--- config.mk ---
export PLATFORM = sky130hd
export DESIGN_NAME = cmd_dispatch_and_response_collect
export DESIGN_NICKNAME = d
export VERILOG_FILES = /design/src/rtl/cmd_dispatch_and_response_collect.sv
export SDC_FILE = /design/constraint.sdc
export NUM_CORES = 1
export LEC_CHECK = 0
export CORE_AREA = 4 4 123 125
export DETAILED_ROUTE_END_ITERATION = 10
export DIE_AREA = 0 0 127 129
export DONT_BUFFER_PORTS = 1
export PLACE_DENSITY = 0.83
export SKIP_LAST_GASP = 1
export SYNTH_ARGS = -nofsm -noshare
export SYNTH_HDL_FRONTEND = slang
export SYNTH_SLANG_ARGS = --single-unit
export TNS_END_PERCENT = 20
--- constraint.sdc ---
create_clock -name i_clk -period 5.65 [get_ports i_clk]
set_input_delay 1.13 -clock i_clk [delete_from_list [all_inputs] [get_ports i_clk]]
set_output_delay 1.13 -clock i_clk [all_outputs]
set_load 0.005 [all_outputs]
--- src/rtl/cmd_dispatch_and_response_collect.sv ---
// Serialising command dispatcher: forwards one config/status command to the addressed target
// and returns its read response, or ERR_DATA on timeout / unmapped target.
module cmd_dispatch_and_response_collect #(
    parameter int          NUM_TGT     = 4,
    parameter int          TIMEOUT_CYC = 64,
    parameter logic [31:0] ERR_DATA    = 32'hDEAD_BEEF
) (
    input  logic                 i_clk,
    input  logic                 i_rst_n,
    input  logic [18:0]          iv_addr,
    input  logic                 i_addr_fixed,
    input  logic [31:0]          iv_wdata,
    input  logic                 i_wr,
    input  logic                 i_rd,
    output logic                 o_busy,
    output logic                 o_wr_rsp,
    output logic [18:0]          ov_addr_rsp,
    output logic                 o_addr_fixed_rsp,
    output logic [31:0]          ov_rdata_rsp,
    output logic [18:0]          ov_addr_tgt,
    output logic                 o_addr_fixed_tgt,
    output logic [31:0]          ov_wdata_tgt,
    output logic [NUM_TGT-1:0]   ov_wr_tgt,
    output logic [NUM_TGT-1:0]   ov_rd_tgt,
    input  logic [NUM_TGT-1:0]   iv_wr_rsp_tgt,
    input  logic [32*NUM_TGT-1:0] iv_rdata_tgt,
    output logic                 o_timeout_pulse,
    output logic [15:0]          ov_timeout_cnt
);

    localparam logic [15:0] TIMEOUT_LIM = 16'(TIMEOUT_CYC);

    typedef enum logic [1:0] {
        IDLE  = 2'd0,
        ISSUE = 2'd1,
        WAIT  = 2'd2,
        RESP  = 2'd3
    } state_t;

    typedef struct packed {
        logic [18:0] addr;
        logic        fixed;
        logic [31:0] wdata;
        logic        is_wr;
        logic        mapped;
        logic [2:0]  sel;
    } cmd_t;

    state_t       state, state_next;
    cmd_t         cmd_q, cmd_next;
    logic [31:0]  rdata_q, rdata_next;
    logic [15:0]  wait_cnt, wait_next;
    logic         timeout_hit;

    logic [2:0]          sel_in;
    logic                mapped_in;
    logic                rsp_hit;
    logic [31:0]         rsp_data;
    logic [NUM_TGT-1:0]  tgt_onehot;

    assign sel_in    = iv_addr[18:16];
    assign mapped_in = int'(sel_in) < NUM_TGT;

    // Pick the awaited target's response; other targets' responses never reach the FSM.
    always_comb begin
        rsp_hit  = 1'b0;
        rsp_data = '0;
        for (int k = 0; k < NUM_TGT; k++) begin
            if (cmd_q.sel == 3'(k)) begin
                rsp_hit  = iv_wr_rsp_tgt[k];
                rsp_data = iv_rdata_tgt[32*k +: 32];
            end
        end
    end

    // An unmapped select matches no k, so the one-hot stays zero.
    always_comb begin
        tgt_onehot = '0;
        for (int k = 0; k < NUM_TGT; k++) begin
            tgt_onehot[k] = (cmd_next.sel == 3'(k));
        end
    end

    // NOTE: every always_comb output gets a default first so no path leaves it unassigned (no latch).
    always_comb begin
        state_next  = state;
        cmd_next    = cmd_q;
        rdata_next  = rdata_q;
        wait_next   = wait_cnt;
        timeout_hit = 1'b0;

        unique case (state)
            IDLE: begin
                // Write wins over a simultaneous read; unmapped writes are dropped silently.
                if ((i_wr && mapped_in) || (!i_wr && i_rd)) begin
                    cmd_next.addr   = iv_addr;
                    cmd_next.fixed  = i_addr_fixed;
                    cmd_next.wdata  = iv_wdata;
                    cmd_next.is_wr  = i_wr;
                    cmd_next.mapped = mapped_in;
                    cmd_next.sel    = sel_in;
                    state_next      = ISSUE;
                    if (!mapped_in) begin
                        rdata_next = ERR_DATA;
                    end
                end
            end
            ISSUE: begin
                // Unmapped reads pass through ISSUE with no target pulse, answering at T+2.
                if (cmd_q.is_wr) begin
                    state_next = IDLE;
                end else if (!cmd_q.mapped) begin
                    state_next = RESP;
                end else begin
                    state_next = WAIT;
                    wait_next  = 16'd1;
                end
            end
            WAIT: begin
                if (rsp_hit) begin
                    rdata_next = rsp_data;
                    state_next = RESP;
                end else if (wait_cnt == TIMEOUT_LIM) begin
                    rdata_next  = ERR_DATA;
                    timeout_hit = 1'b1;
                    state_next  = RESP;
                end else begin
                    wait_next = wait_cnt + 16'd1;
                end
            end
            RESP: begin
                state_next = IDLE;
            end
            default: begin
                state_next = IDLE;
            end
        endcase
    end

    // Outputs are registered from next-state values so they align with the state they describe.
    // NOTE: sequential state uses non-blocking assignments so every register samples pre-edge values.
    always_ff @(posedge i_clk or negedge i_rst_n) begin
        if (!i_rst_n) begin
            state            <= IDLE;
            cmd_q            <= '0;
            rdata_q          <= '0;
            wait_cnt         <= '0;
            o_busy           <= 1'b0;
            o_wr_rsp         <= 1'b0;
            ov_addr_rsp      <= '0;
            o_addr_fixed_rsp <= 1'b0;
            ov_rdata_rsp     <= '0;
            ov_addr_tgt      <= '0;
            o_addr_fixed_tgt <= 1'b0;
            ov_wdata_tgt     <= '0;
            ov_wr_tgt        <= '0;
            ov_rd_tgt        <= '0;
            o_timeout_pulse  <= 1'b0;
            ov_timeout_cnt   <= '0;
        end else begin
            state    <= state_next;
            cmd_q    <= cmd_next;
            rdata_q  <= rdata_next;
            wait_cnt <= wait_next;

            o_busy <= (state_next != IDLE);

            if (state_next == ISSUE) begin
                ov_addr_tgt      <= cmd_next.addr;
                o_addr_fixed_tgt <= cmd_next.fixed;
                ov_wdata_tgt     <= cmd_next.wdata;
                ov_wr_tgt        <= cmd_next.is_wr ? tgt_onehot : '0;
                ov_rd_tgt        <= cmd_next.is_wr ? '0 : tgt_onehot;
            end else begin
                ov_addr_tgt      <= '0;
                o_addr_fixed_tgt <= 1'b0;
                ov_wdata_tgt     <= '0;
                ov_wr_tgt        <= '0;
                ov_rd_tgt        <= '0;
            end

            if (state_next == RESP) begin
                o_wr_rsp         <= 1'b1;
                ov_addr_rsp      <= cmd_next.addr;
                o_addr_fixed_rsp <= cmd_next.fixed;
                ov_rdata_rsp     <= rdata_next;
            end else begin
                o_wr_rsp         <= 1'b0;
                ov_addr_rsp      <= '0;
                o_addr_fixed_rsp <= 1'b0;
                ov_rdata_rsp     <= '0;
            end

            o_timeout_pulse <= timeout_hit;
            if (timeout_hit && (ov_timeout_cnt != 16'hFFFF)) begin
                ov_timeout_cnt <= ov_timeout_cnt + 16'd1;
            end
        end
    end

endmodule
After elaboration in Yosys (flattened, before gate mapping)
Index checks and enable logic that the tools add are counted.

Register bits after elaboration: 238. Output and inout bits: 131.

Add/sub/neg operators: 2. $lt $le $gt $ge: 1. Equal/unequal tests: 17. Muxes and demuxes: 40. Reductions and logical operators: 12.

Operator list (number): 2-to-1 mux 32 bit (10); 2-to-1 mux 57 bit (2); 2-to-1 mux 16 bit (4); case mux 32 bit (2 select lines) (1); 2-to-1 mux 19 bit (2); adder 16 x 1 -> 16 bit (second input constant) (2); case mux 16 bit (2 select lines) (1); equality test 16 x 7 -> 1 bit (second input constant) (1); 2-to-1 mux 4 bit (4); != test 16 bit (second input constant) (1); equality test 3 x 2 -> 1 bit (second input constant) (4); 2-to-1 mux 1 bit (11); 2-to-1 mux 2 bit (4); != test 2 bit (second input constant) (4); case mux 2 bit (4 select lines) (1); equality test 2 bit (second input constant) (3); equality test 3 x 1 -> 1 bit (second input constant) (2); zero test 3 bit (2); AND reduction 5 bit (1); equality test 2 x 1 -> 1 bit (second input constant) (2); nonzero test 2 bit (2); logical AND 1 bit (3); < comparator 3 bit (second input constant) (1); zero test 2 bit (1); other kinds (3) (3).

Logic depth before layout (Yosys ltp)
Gate-level depths: netlist (run 1).

Depth in word-level cells: 9. Gate-level depth with buffers: 8. Gate-level depth less buffers: 7.

Least setup slack after synthesis (run 1)
OpenSTA, ideal clock, no wires.

Kind: input -> register. Start point: input port iv_wr_rsp_tgt[2]. End point: register wait_cnt[15]. Setup time: 0.078 ns. Arrival: 2.360 ns. Slack: 3.212 ns. Stages: 5. Cells stage by stage: mux2_2 a2bb2oi_4 nand3_1 or4_1 a21oi_1.

Longest elaborated chain between the ends: 4.

RTL lines: start: declaration (line 25) `input logic [NUM_TGT-1:0] iv_wr_rsp_tgt,`; 2-to-1 mux 1 bit (2 in series) (line 69) `if (cmd_q.sel == 3'(k)) begin`; != test 2 bit (no source line); AND reduction 5 bit (no source line); end signal: assignment (line 164) `wait_cnt <= wait_next;`; end: declaration (line 52) `logic [15:0] wait_cnt, wait_next;`.

No other way between the ends. A chain may end at the register's enable or synchronous reset.

Worst setup path in the final report (run 1)
Start point: register cmd_q[0] (netlist name). End point: register ov_rdata_rsp[14].

Longest elaborated chain between the ends: 9. Elaborated cells on any way between the ends: 18.

RTL lines: start: declaration (line 50) `cmd_t cmd_q, cmd_next;`; start signal: assignment (line 162) `cmd_q <= cmd_next;`; zero test 3 bit (line 69); 2-to-1 mux 1 bit (4 in series) (line 69); 2-to-1 mux 2 bit (line 120) `if (rsp_hit) begin`; case mux 2 bit (4 select lines) (line 92) `unique case (state)`; equality test 2 bit (line 182) `if (state_next == RESP) begin`; 2-to-1 mux 32 bit * (line 182); end signal: assignment (line 186) `ov_rdata_rsp <= rdata_next;`; end: declaration (line 19) `output logic [31:0] ov_rdata_rsp,`.

Every way passes the cells marked *; elsewhere a longest branch is shown, timed or not.

==> results of run 1 <==
-- report_power, final --
group / total [µW] / leakage, µW / internal, µW / switching (µW)
Clock: 1340 / 0.000325 / 808 / 536
Combinational: 1360 / 0.00122 / 696 / 666
Sequential: 2270 / 0.00268 / 1880 / 393
Total: 4980 / 0.00423 / 3380 / 1590
-- layer usage --
layer	global-route usage (%)	wire (µm)	up-vias
met5	0	0	-
met4	7.32	510	0
met3	8.80	2390	41
met2	40.7	10600	306
met1	32.1	7630	2775
li1	-	-	2314
-- stage by stage --
step / std cells / utilization, % / power, µW
global placement: 808 / 62.8 / 3570
finish: 844 / 67.7 / 4980
global route: 844 / 67.7 / 5250
floorplan: 664 / - / 3330
CTS: 841 / 67.6 / 5010
detailed placement: 808 / 62.8 / 3650
-- cells in the mapped netlist (all sizes together) (3+ instances only) --
cell	instances
a21o	18
a21oi	9
a22o	6
a2bb2oi	25
and2	54
and3	4
and4	3
buf	16
clkbuf	21
dfrtp	206
ha	3
inv	8
mux2	4
mux2i	4
mux4	30
nand2	51
nand2b	10
nand3	17
nand4	15
nor2	26
nor2b	51
nor3	18
nor4	10
o21ai	8
xnor2	21
-- worst paths after layout --
kind,to,slack [ps],depth (start not counted)
min in group i_clk,cmd_q[39]$_DFF_PN0_,470,1
setup / recovery,ov_rdata_rsp[14]$_DFF_PN0_,2440,5
hold / removal,ov_timeout_cnt[9]$_DFFE_PN0P_,340,0
setup reg to reg,ov_rdata_rsp[14]$_DFF_PN0_,2440,5
max in group asynchronous,ov_wdata_tgt[24]$_DFF_PN0_,5010,0
hold reg to reg,cmd_q[39]$_DFF_PN0_,470,1
-- cells by family after synthesis --
family / share of synthesized area, %
fa+ha+maj: 0.433
flops: 59.5
mux: 8.93
compound gates: 9.04
xor+xnor: 2.12
buf+inv: 2.47
simple gates: 17.5
-- cell type report --
class	count	area (µm²)
tap	180	225
timing repair buffer	1	7.51
clock buffer	27	578
inverter	8	30.0
multi-input combinational	413	3300
clock inverter	6	86.3
sequential	206	5160
fill	980	4490
antenna	3	7.51
-- registers in the layout, indices dropped and copies added (netlist names), 16 cells and up --
name / flops
ov_addr_tgt: 19
cmd_q: 25
ov_addr_rsp: 19
wait_cnt: 16
ov_wdata_tgt: 32
ov_timeout_cnt: 16
rdata_q: 32
ov_rdata_rsp: 32
==> results_dict.tcl, run 1 <==
set metrics [dict create \
    status "complete, no violations" \
    antenna_found_initial 3 \
    viasPerCell 6.44 \
    relSlewSlack_pct 25.4 \
    cts_tree "done" \
    crit_start "cmd_q[0]$_DFF_PN0_" \
    power_density_nw_per_um2 530 \
    ys_seq_area_share_pct 59.5 \
    routed_wl_um 21200 \
    p_leak_uw 0.00423 \
    yosys.area.top_type_share_pct 59.5 \
    rsz0062_at_grt "no" \
    final.setup_skew_ps 12.3 \
    max_stage_delay_ps 1100 \
    cts_buffers 21 \
    hold_violations 0 \
    final_common_cell "dfrtp_1" \
    grt_usage_pct 25.0 \
    rows 43 \
    period_minus_slack_ps 3210 \
    drc 0 \
    synthTopCellsByArea "dfrtp_1, mux4_2, and2_1, nor2b_1, a2bb2oi_2" \
    pre_cts_ws_ps 2370 \
    finalSetupViolCount 0 \
    clkTransAtPathRegs_ps 60 \
    grt_pass1_wl_um 31800 \
    syn_to_final_growth_pct 8.45 \
    yosys.area.top_type "dfrtp_1" \
    root_buffer "clkbuf_16" \
    overflow 0 \
    drv_slew 0 \
    die_y_um 129 \
    drtIter0Drc 337 \
    fmax_mhz 311 \
    cp_num_buf_inv 0 \
    grt_pass1_vias 5518 \
    synthArstFlopShare_pct 100 \
    synth_cells 664 \
    initial_core_util_pct 62.4 \
    crit_fanout 38 \
    worst_slack_ps 2440 \
    vias 5436 \
    critPathSlowestCell "dfrtp_2" \
    worst_pin_slew_ps 1120 \
    cpLargestDelayFamily "simple AND/OR/NAND/NOR gates" \
    drt-wirelength-per-cell_um 25.1 \
    ir_drop_mv 0.284 \
    synth_edf_count 0 \
    ctsResizeCount 0 \
    cts_hold_repair.buffers 0 \
    syn-num-nets 855 \
    cp.required_ps 6030 \
    hold-worst-slack_ps 340 \
    clock_path_buffers 3 \
    die-area_um2 16400 \
    gp_congestion 0.810 \
    end_kind "flip-flop" \
    yosysWarnings 0 \
    min_path_type "primary input to asynchronous set/reset pin" \
    synth_cell_types 55 \
    final.period_utilization_pct 56.9 \
    clkLatencyLatePin_ps 490 \
    postRouteAntennaNets 0 \
    io_buffers 0 \
    syn_area_um2 8660 \
    post_cts_buffers 0 \
    hpwl_um 14900 \
    syn_avg_cell_area_um2 13.0 \
    placed_area_um2 8720 \
    die_w_um 127 \
    cp.arrival_ps 3590 \
    cap_violations 0 \
    synthFlopType "dfrtp_1" \
    final_cell_mix "dfrtp_1, and2_1, nor2b_1, nand2_1, mux4_2" \
    drive_gt1_share_pct 15.0 \
    ios 319 \
    dr.pass1.iters 4 \
    grt_max_degree 207 \
    start_kind "flip-flop" \
    rr_startpoint "cmd_q[0]$_DFF_PN0_" \
    nets 842 \
    synth-seq-cells 206 \
    crit_type "flip-flop to flip-flop" \
    clock_sinks 206 \
    htreeDepth 1 \
    design_area_um2 9390 \
    fin_setup_tns_ps 0 \
    cp_cell_sequence "nand2b_1 > a2bb2oi_4 > nor2_4 > a211oi_1 > nor4_1" \
    core_area_um2 13900 \
]
(Power assumes the default switching activity.)
==> run 2: changes to the inputs <==
--- a/config.mk
+++ b/config.mk
@@ -5,9 +5,9 @@
 export SDC_FILE = /design/constraint.sdc
 export NUM_CORES = 1
 export LEC_CHECK = 0
-export CORE_AREA = 4 4 123 125
+export CORE_MARGIN = 4
+export CORE_UTILIZATION = 62
 export DETAILED_ROUTE_END_ITERATION = 10
-export DIE_AREA = 0 0 127 129
 export DONT_BUFFER_PORTS = 1
 export PLACE_DENSITY = 0.83
 export SKIP_LAST_GASP = 1
==> constraint.sdc (replaced) <==
create_clock -name i_clk -period 3.25 [get_ports i_clk]
set_input_delay 0.65 -clock i_clk [delete_from_list [all_inputs] [get_ports i_clk]]
set_output_delay 0.65 -clock i_clk [all_outputs]
set_load 0.005 [all_outputs]
==> run 2 against run 1 <==
  * The flow now finishes with violations (negative hold slack)
  * Final cell count grew 0.12%
  * Worst hold slack lost 470 ps
  * Sequential share of layout area shrank 0.16 points
  * Total power grew 73%
  * Via count shrank 0.24%
  * Global-route usage grew 1.6 points
  * Non-clock buffer count grew 6
  * Critical path depth is the same
  * Routed wire length grew 2.0%
  * Critical endpoint unchanged
==> results_dict.tcl, run 2 (synthesized netlist as in run 1, its figures left out) <==
set metrics [dict create \
    status "finished with violations" \
    violations "negative hold slack" \
    period_minus_slack_ps 2630 \
    final.setup_skew_ps 8.78 \
    crit_type "flip-flop to flip-flop" \
    worst_pin_slew_ps 1030 \
    htreeDepth 1 \
    r2r_slack_ps 620 \
    initial_core_util_pct 64.4 \
    die_y_um 126 \
    cp.arrival_ps 2990 \
    clkTransAtPathRegs_ps 60 \
    rr_startpoint "cmd_q[2]$_DFF_PN0_" \
    hpwl_um 15600 \
    crit_fanout 33 \
    crit_start "cmd_q[2]$_DFF_PN0_" \
    vias 5423 \
    ctsResizeCount 0 \
    final_cell_mix "dfrtp_1, and2_1, nor2b_1, nand2_1, mux4_2" \
    die_w_um 126 \
    start_kind "flip-flop" \
    drt-wirelength-per-cell_um 25.5 \
    drv_slew 0 \
    dr.pass1.iters 5 \
    register_area_um2 5160 \
    clock_path_buffers 3 \
    reg_top3 "ov_rdata_rsp (32), ov_wdata_tgt (32), rdata_q (32)" \
    pre_cts_ws_ps 634 \
    core_area_um2 13500 \
    io_buffers 0 \
    hold-worst-slack_ps -129 \
    clock_sinks 206 \
    rows 42 \
    syn_to_final_growth_pct 8.77 \
    p_leak_uw 0.00426 \
    cap_violations 0 \
    design_area_um2 9420 \
    viasPerCell 6.42 \
    placed_area_um2 8790 \
    grt_max_degree 207 \
    cts_tree "done" \
    rsz0062_at_grt "no" \
    cts_buffers 21 \
    end_kind "flip-flop" \
    reg2reg_depth 5 \
    hold_violations 206 \
    grt_pass1_wl_um 33200 \
    overflow 0 \
    grt_pass1_vias 5741 \
    root_buffer "clkbuf_16" \
    die-area_um2 15900 \
    final.period_utilization_pct 80.9 \
    relSlewSlack_pct 31.4 \
    post_cts_buffers 0 \
    drive_gt1_share_pct 15.7 \
    crit_end "ov_rdata_rsp[14]$_DFF_PN0_" \
    finalSetupViolCount 0 \
    nets 848 \
    power_density_nw_per_um2 914 \
    min_path_type "primary input to asynchronous set/reset pin" \
    postRouteAntennaNets 0 \
    fin_setup_tns_ps 0 \
    antenna_found_initial 2 \
    fmax_mhz 380 \
    drtIter0Drc 477 \
    routed_wl_um 21600 \
    grt_usage_pct 26.6 \
    r2r-end "ov_rdata_rsp[14]$_DFF_PN0_" \
    final_common_cell "dfrtp_1" \
    ios 319 \
    n_fill_cell 945 \
    gp_congestion 0.873 \
    clkLatencyLatePin_ps 480 \
    ir_drop_mv 0.489 \
    worst_slack_ps 622 \
    multiInputGateArea_um2 3300 \
    cp.required_ps 3610 \
    drc 0 \
]
run 2: changes by cell type in the layout (fill, tap and decap cells not counted):
| cell | change |
|---|---|
| clkinvlp_4 | -1 |
| clkinv_2 | +1 |
| clkinv_4 | +1 |
| inv_6 | -1 |
| clkbuf_8 | +2 |
| diode_2 | -1 |
| buf_4 | +4 |
| buf_12 | +2 |
| bufinv_16 | -2 |
run 2: worst min path at each step:
stage / startpoint / end / depth (start not counted)
after CTS: i_rst_n / ov_timeout_cnt[1]$_DFFE_PN0P_ / 0
after global placement: i_rst_n / o_timeout_pulse$_DFF_PN0_ / 0
after floorplan: i_rst_n / cmd_q[0]$_DFF_PN0_ / 0
after detailed placement: i_rst_n / ov_timeout_cnt[7]$_DFFE_PN0P_ / 0
final: i_rst_n / ov_timeout_cnt[10]$_DFFE_PN0P_ / 0
after global routing: i_rst_n / ov_timeout_cnt[8]$_DFFE_PN0P_ / 0
run 2: where the power goes:
part	internal (µW)	total, µW	leakage (µW)	switching [µW]
clock network	1290	2200	0.000314	909
logic	1250	2650	0.00126	1400
registers	3270	3760	0.00268	490
total	5810	8610	0.00426	2800
run 2: through the flow:
step                cells  hold slack (ps)  total power, µW  utilization, %
floorplan             664              354             5800               -
global placement      810              360             6290            65.3
detailed placement    810              360             6450            65.3
CTS                   843             -141             8680            70.0
global route          845             -149             9100            70.0
finish                845             -129             8610            70.0
run 2: layout make-up:
class,instances,share of cell area [%]
Clock inverter,4,0.252
Timing Repair Buffer,7,0.823
Tap cell,176,2.34
Multi-Input combinational cell,413,35.0
Inverter,8,0.319
Clock buffer,29,6.43
Antenna cell,2,0.0531
Sequential cell,206,54.7
run 2: worst max-delay path, stage by stage, from the launching register on:
cell	delay, ps
dfrtp_1	460
nor2_1	470
a2bb2oi_4	160
nor2_4	820
a211oi_1	210
nor4_1	380
run 2: metal layers:
| layer | vias to the layer above | wire length, µm | GRT usage (%) | share of wire [%] |
|---|---|---|---|---|
| met5 | - | 0 | 0 | 0 |
| met2 | 332 | 10900 | 44.9 | 51 |
| met4 | 0 | 546 | 7.13 | 2.5 |
| li1 | 2306 | - | - | - |
| met1 | 2748 | 7670 | 33.0 | 36 |
| met3 | 37 | 2440 | 9.27 | 11 |
